==> src/rtl/ad9643_pkg.sv <==
// Shared register map, response codes and STATUS field layout for the AD9643 AXI-Lite control block.
package ad9643_pkg;

  localparam logic [1:0] REG_CTRL   = 2'd0;
  localparam logic [1:0] REG_STATUS = 2'd1;
  localparam logic [1:0] REG_ID     = 2'd2;
  localparam logic [1:0] REG_SNAP   = 2'd3;

  localparam logic [1:0] RESP_OKAY   = 2'b00;
  localparam logic [1:0] RESP_SLVERR = 2'b10;

  localparam int CNT_W           = 16;
  localparam int STAT_CNT_LSB    = 0;
  localparam int STAT_CNT_MSB    = 15;
  localparam int STAT_READY_BIT  = 16;
  localparam int STAT_STICKY_BIT = 17;

  localparam int CTRL_OVF_CLR_BIT = 31;

  localparam logic [31:0] DEFAULT_ID = 32'h9643_0001;

  function automatic logic [31:0] apply_wstrb(input logic [31:0] cur,
                                              input logic [31:0] wd,
                                              input logic [3:0]  strb);
    logic [31:0] r;
    r = cur;
    for (int i = 0; i < 4; i++) begin
      if (strb[i]) r[8*i +: 8] = wd[8*i +: 8];
    end
    return r;
  endfunction

endpackage

==> src/rtl/ad9643_ovf_counter.sv <==
// Overflow event tracker: rising-edge detect on the ADC overflow level, saturating count, sticky flag.
// Clear wins over accumulated history but a coincident rising edge is still recorded (count=1, sticky=1).
module ad9643_ovf_counter
  import ad9643_pkg::*;
(
  input  logic             clk,
  input  logic             rst_n,
  input  logic             ovf,
  input  logic             clr,
  output logic [CNT_W-1:0] count,
  output logic             sticky
);

  logic ovf_q;
  logic rise;

  assign rise = ovf & ~ovf_q;

  always_ff @(posedge clk) begin
    if (!rst_n) begin
      ovf_q  <= 1'b0;
      count  <= '0;
      sticky <= 1'b0;
    end else begin
      ovf_q <= ovf;
      if (clr) begin
        count  <= rise ? CNT_W'(1) : '0;
        sticky <= rise;
      end else if (rise) begin
        if (count != '1) count <= count + 1'b1;
        sticky <= 1'b1;
      end
    end
  end

endmodule

==> src/rtl/ad9643_axil_ctrl.sv <==
// AXI4-Lite register bank for the AD9643 receiver: CTRL (RW), STATUS, ID and, with AD9643_SNAPSHOT_EN, SNAPSHOT at 0xC.
// Writes commit one cycle after AW and W are both held; reads respond the cycle after AR; one write and one read in flight.
module ad9643_axil_ctrl
  import ad9643_pkg::*;
#(
  parameter int          C_S_AXI_DATA_WIDTH = 32,
  parameter int          C_S_AXI_ADDR_WIDTH = 4,
  parameter int          DATA_WIDTH         = 14,
  parameter logic [31:0] ID_VALUE           = DEFAULT_ID
) (
  input  logic                            s_axi_aclk,
  input  logic                            s_axi_aresetn,
  input  logic [C_S_AXI_ADDR_WIDTH-1:0]   s_axi_awaddr,
  input  logic [2:0]                      s_axi_awprot,
  input  logic                            s_axi_awvalid,
  output logic                            s_axi_awready,
  input  logic [C_S_AXI_DATA_WIDTH-1:0]   s_axi_wdata,
  input  logic [C_S_AXI_DATA_WIDTH/8-1:0] s_axi_wstrb,
  input  logic                            s_axi_wvalid,
  output logic                            s_axi_wready,
  output logic [1:0]                      s_axi_bresp,
  output logic                            s_axi_bvalid,
  input  logic                            s_axi_bready,
  input  logic [C_S_AXI_ADDR_WIDTH-1:0]   s_axi_araddr,
  input  logic [2:0]                      s_axi_arprot,
  input  logic                            s_axi_arvalid,
  output logic                            s_axi_arready,
  output logic [C_S_AXI_DATA_WIDTH-1:0]   s_axi_rdata,
  output logic [1:0]                      s_axi_rresp,
  output logic                            s_axi_rvalid,
  input  logic                            s_axi_rready,
  input  logic                            adc_or_i,
  input  logic                            adc_ready_i,
  input  logic [DATA_WIDTH-1:0]           adc_sample_a_i,
  input  logic [DATA_WIDTH-1:0]           adc_sample_b_i,
  output logic [31:0]                     ctrl_o
);

  // Readies stay low for the first cycle out of reset so nothing is accepted while reset is applied.
  logic        active;

  logic        aw_held;
  logic        w_held;
  logic [1:0]  aw_sel;
  logic [31:0] wdata_q;
  logic [3:0]  wstrb_q;
  logic        bvalid_q;
  logic [1:0]  bresp_q;

  logic        rvalid_q;
  logic [31:0] rdata_q;
  logic [1:0]  rresp_q;

  logic [30:0] ctrl_q;

  logic             do_write;
  logic [31:0]      ctrl_merged;
  logic [30:0]      ctrl_next;
  logic [1:0]       wr_resp;
  logic             ovf_clr;
  logic [CNT_W-1:0] ovf_count;
  logic             ovf_sticky;
  logic [31:0]      status_word;
  logic [31:0]      rd_word;
  logic [1:0]       rd_resp;
  logic             unused_bits;

  assign s_axi_awready = active && !aw_held && !bvalid_q;
  assign s_axi_wready  = active && !w_held && !bvalid_q;
  assign s_axi_bvalid  = bvalid_q;
  assign s_axi_bresp   = bresp_q;
  assign s_axi_arready = active && !rvalid_q;
  assign s_axi_rvalid  = rvalid_q;
  assign s_axi_rdata   = rdata_q;
  assign s_axi_rresp   = rresp_q;
  assign ctrl_o        = {1'b0, ctrl_q};

  assign do_write = aw_held && w_held;

`ifdef AD9643_SNAPSHOT_EN
  assign unused_bits = ^{s_axi_awprot, s_axi_arprot, s_axi_awaddr[1:0],
                         s_axi_araddr[1:0], ctrl_merged[31]};
`else
  assign unused_bits = ^{s_axi_awprot, s_axi_arprot, s_axi_awaddr[1:0],
                         s_axi_araddr[1:0], ctrl_merged[31],
                         adc_sample_a_i, adc_sample_b_i};
`endif

  always_comb begin
    ctrl_merged = apply_wstrb({1'b0, ctrl_q}, wdata_q, wstrb_q);
    ctrl_next   = ctrl_q;
    wr_resp     = RESP_OKAY;
    ovf_clr     = 1'b0;
    if (do_write) begin
      case (aw_sel)
        REG_CTRL: begin
          ctrl_next = ctrl_merged[30:0];
          ovf_clr   = wstrb_q[3] & wdata_q[CTRL_OVF_CLR_BIT];
        end
        REG_SNAP: begin
`ifdef AD9643_SNAPSHOT_EN
          wr_resp = RESP_OKAY;
`else
          wr_resp = RESP_SLVERR;
`endif
        end
        default: wr_resp = RESP_OKAY;
      endcase
    end
  end

  always_ff @(posedge s_axi_aclk) begin
    if (!s_axi_aresetn) begin
      active   <= 1'b0;
      aw_held  <= 1'b0;
      w_held   <= 1'b0;
      aw_sel   <= '0;
      wdata_q  <= '0;
      wstrb_q  <= '0;
      bvalid_q <= 1'b0;
      bresp_q  <= RESP_OKAY;
      ctrl_q   <= '0;
    end else begin
      active <= 1'b1;
      if (s_axi_awvalid && s_axi_awready) begin
        aw_held <= 1'b1;
        aw_sel  <= s_axi_awaddr[3:2];
      end
      if (s_axi_wvalid && s_axi_wready) begin
        w_held  <= 1'b1;
        wdata_q <= s_axi_wdata;
        wstrb_q <= s_axi_wstrb;
      end
      if (do_write) begin
        aw_held  <= 1'b0;
        w_held   <= 1'b0;
        bvalid_q <= 1'b1;
        bresp_q  <= wr_resp;
        ctrl_q   <= ctrl_next;
      end else if (bvalid_q && s_axi_bready) begin
        bvalid_q <= 1'b0;
      end
    end
  end

  ad9643_ovf_counter u_ovf (
    .clk    (s_axi_aclk),
    .rst_n  (s_axi_aresetn),
    .ovf    (adc_or_i),
    .clr    (ovf_clr),
    .count  (ovf_count),
    .sticky (ovf_sticky)
  );

  always_comb begin
    status_word                             = '0;
    status_word[STAT_CNT_MSB:STAT_CNT_LSB]  = ovf_count;
    status_word[STAT_READY_BIT]             = adc_ready_i;
    status_word[STAT_STICKY_BIT]            = ovf_sticky;

    rd_word = '0;
    rd_resp = RESP_OKAY;
    case (s_axi_araddr[3:2])
      REG_CTRL:   rd_word = {1'b0, ctrl_q};
      REG_STATUS: rd_word = status_word;
      REG_ID:     rd_word = ID_VALUE;
      default: begin
`ifdef AD9643_SNAPSHOT_EN
        rd_word = {2'b00, adc_sample_b_i, 2'b00, adc_sample_a_i};
`else
        rd_resp = RESP_SLVERR;
`endif
      end
    endcase
  end

  always_ff @(posedge s_axi_aclk) begin
    if (!s_axi_aresetn) begin
      rvalid_q <= 1'b0;
      rdata_q  <= '0;
      rresp_q  <= RESP_OKAY;
    end else if (s_axi_arvalid && s_axi_arready) begin
      rvalid_q <= 1'b1;
      rdata_q  <= rd_word;
      rresp_q  <= rd_resp;
    end else if (rvalid_q && s_axi_rready) begin
      rvalid_q <= 1'b0;
    end
  end

endmodule

==> config.mk <==
export PLATFORM = sky130hd
export DESIGN_NAME = ad9643_axil_ctrl
export DESIGN_NICKNAME = d
export VERILOG_FILES = /design/src/rtl/ad9643_pkg.sv /design/src/rtl/ad9643_ovf_counter.sv /design/src/rtl/ad9643_axil_ctrl.sv
export SDC_FILE = /design/constraint.sdc
export NUM_CORES = 1
export LEC_CHECK = 0
export CORE_UTILIZATION = 50
export DETAILED_ROUTE_END_ITERATION = 10
export GPL_ROUTABILITY_DRIVEN = 0
export PLACE_DENSITY_LB_ADDON = 0.25
export SLEW_MARGIN = 40
export SYNTH_ARGS = -nofsm -noshare
export SYNTH_HDL_FRONTEND = slang
export SYNTH_SLANG_ARGS = --single-unit
==> constraint.sdc <==
create_clock -name s_axi_aclk -period 2.9 [get_ports s_axi_aclk]
set_input_delay 0.58 -clock s_axi_aclk [delete_from_list [all_inputs] [get_ports s_axi_aclk]]
set_output_delay 0.58 -clock s_axi_aclk [all_outputs]
set_load 0.01 [all_outputs]
==> results_dict.tcl <==
set metrics [dict create \
    p_leak_nw 2.50 \
    grt-ovfl-total 0 \
    p_int_mw 3.18 \
    clock_power_share_pct 49.6 \
    seqPwrFrac_pct 44.0 \
    start_util_pct 51.7 \
    cts_max_level 4 \
    drv_slew 0 \
    async_flop_share_pct 0 \
    die_h_um 105 \
    ys_seq_area_share_pct 47.2 \
    num_vias 4559 \
    setup_violations 0 \
    drt_first_pass_iters 5 \
    grt_pass1_vias 4294 \
    pin_count 160 \
    synth_cells 611 \
    place_inst 829 \
    relSlewSlack_pct 62.8 \
    period_share_pct 80.0 \
    syn_avg_cell_area_um2 8.74 \
    finalNetCount 800 \
    antenna_cells 0 \
    rr_worst_depth 6 \
    fmax_mhz 431 \
    power_density_mw_per_mm2 578 \
    rsz0062_at_grt "false" \
    switching_share_pct 22.5 \
    cts_buffers 17 \
    cts_sinks 126 \
    tns_ns 0 \
    grt_max_degree 58 \
    fin_worst_skew_ns 0.0100 \
    outcome "completed" \
    timing.rr.start "u_ovf.count[0]" \
    combPwrFrac_pct 6.4 \
    yosys_warnings 0 \
    grt_first_pass_wirelength_um 20900 \
    wirelength_um 12700 \
    clk_pin_slew_ns 0.06 \
    stdcell_count 861 \
    switching_power_uw 921 \
    timing.rr.end "u_ovf.count[15]" \
    hold_violations 0 \
    r2r_slack_ns 1.10 \
    synth_edf_count 0 \
    utilization_pct 68.7 \
    arrival_ns 1.74 \
    max_cap_viol_count 0 \
    hp-start "s_axi_rdata[21]" \
    rows 37 \
    crit_path_end_kind "output port" \
    clk_path_buf_depth 2 \
    grt_usage_pct 23.8 \
    yosys.cell_types.count 47 \
    cts_tree "yes" \
    worstHoldEndpoint "s_axi_rdata[21]" \
    worst_slew_pin_slew_ns 0.558 \
    cp-start-kind "register" \
    antenna_found_initial 0 \
    die_w_um 105 \
    synth_ff_type "dfxtp_1" \
    coreArea_mm2 0.0103 \
    vdd_ir_drop_max_uv 361 \
    synth_area_mm2 0.00534 \
    final.min_clock_period_ns 2.32 \
    antenna_left 0 \
    worstPathRequired_ns 2.32 \
    dieArea_mm2 0.0111 \
    postCtsHoldBufs 0 \
    hold_path.class "register to register" \
    wire_per_inst_um 14.7 \
    hpwl_um 8770 \
    crit_fanout 3 \
    yosys_register_bits 126 \
    layout-drive-gt1-share_pct 8.55 \
    final_cell_mix "dfxtp_1, nand2_1, clkdlybuf4s50_1, a21boi_0, nand3_1" \
    portBuffers 118 \
    cts_root_buffer "clkbuf_8" \
    crit_type "register to output port" \
    area_growth_syn_to_layout_pct 32.8 \
    drtIter0Drc 227 \
    viasPerCell 5.30 \
    post_cts_buffers 0 \
    cts_resized 0 \
    whs_path_depth 2 \
    remaining_drc_errors 0 \
    layout.cells.most_common "dfxtp_1" \
    fill_cells 814 \
    clock_latency_ns 0.52 \
]
[layer usage]
layer  global-route usage, %  part of all wire (%)
met5                       0                     0
met4                    6.94                  0.88
met3                    6.43                   4.6
met2                    38.4                    48
met1                    31.0                    47
[kinds of logic after synthesis]
| group | Yosys count | synth area share, % |
|---|---|---|
| flip-flops | 126 | 47.2 |
| multiplexers | 18 | 3.37 |
| XOR/XNOR | 10 | 1.64 |
| AND/OR/NAND/NOR | 279 | 26.3 |
| adder cells (fa/ha/maj) | 1 | 0.234 |
| AO/OA/AOI/OAI | 127 | 16.2 |
| other | 1 | 0.0702 |
| buffers and inverters | 49 | 4.87 |
[stage by stage]
stage / area [um^2] / hold slack, ns / power (mW) / setup WS, ns
after global routing: 7090 / 0.474 / 4.26 / 0.488
final: 7090 / 0.451 / 4.10 / 0.579
after CTS: 7090 / 0.454 / 4.13 / 0.553
after detailed placement: 6510 / 0.448 / 2.10 / 0.654
after floorplan: 5350 / 0.435 / 1.99 / 1.36
after global placement: 6510 / 0.440 / 2.09 / 0.758
[state kept, by name, summed over array words and instances (netlist names)]
| register | count |
|---|---|
| active | 1 |
| aw_held | 1 |
| aw_sel | 2 |
| ctrl_q | 31 |
| s_axi_bresp | 1 |
| s_axi_bvalid | 1 |
| s_axi_rdata | 32 |
| s_axi_rresp | 1 |
| s_axi_rvalid | 1 |
| u_ovf.count | 16 |
| u_ovf.ovf_q | 1 |
| u_ovf.sticky | 1 |
| w_held | 1 |
| wdata_q | 32 |
| wstrb_q | 4 |
[cell type report]
type,instances,area [um^2],share of cell area [%]
clock buffer,20,445,6.28
clock inverter,12,136,1.92
inverter,2,7.51,0.106
multi-input combinational,438,2560,36.2
sequential,126,2520,35.6
tap,136,170,2.40
timing repair buffer,127,1240,17.5
[cell usage after synthesis (2+ instances only)]
cell type / number / area share (%)
nor3b_2: 2 / 0.47
inv_1: 2 / 0.14
xnor2_1: 10 / 1.6
nand3_1: 46 / 4.3
and2_1: 4 / 0.47
a31oi_1: 3 / 0.35
nand2b_1: 4 / 0.47
a21boi_1: 23 / 3.2
nor2b_1: 25 / 2.9
nand4_1: 3 / 0.35
nand3b_1: 2 / 0.28
and3_4: 2 / 0.42
o21ai_0: 7 / 0.66
and3_1: 2 / 0.23
clkbuf_1: 21 / 1.5
nand2_1: 124 / 8.7
buf_4: 15 / 2.1
a21boi_0: 60 / 8.4
nand2_2: 3 / 0.35
nor2_1: 25 / 1.8
buf_2: 10 / 0.94
dfxtp_1: 126 / 47
nor3_1: 22 / 2.1
nor2_2: 2 / 0.23
mux2i_1: 18 / 3.4
a21oi_1: 29 / 2.7
[worst max-delay path: stages, from the launching register on]
cell and delay [ns]:
dfxtp_1 0.41, nor2b_1 0.24, clkdlybuf4s50_1 0.57
[worst max-delay path by stage]
stage,startpoint,slack (ns),endpoint
after floorplan,u_ovf.count[0],1.36,u_ovf.count[1]
after global routing,active,0.49,s_axi_arready
after detailed placement,adc_or_i,0.65,u_ovf.count[10]
final,active,0.58,s_axi_arready
after global placement,adc_or_i,0.76,u_ovf.count[11]
after CTS,active,0.55,s_axi_arready
[power groups by stage]
stage / combinational (mW) / sequential, mW / clock (mW)
6_report: 0.263 / 1.80 / 2.03
5_1_grt: 0.290 / 1.81 / 2.17
4_1_cts: 0.265 / 1.80 / 2.07
3_5_place_dp: 0.263 / 1.84 / 0
3_3_place_gp: 0.258 / 1.84 / 0
2_1_floorplan: 0.163 / 1.83 / 0
(Power assumes the default switching activity.)
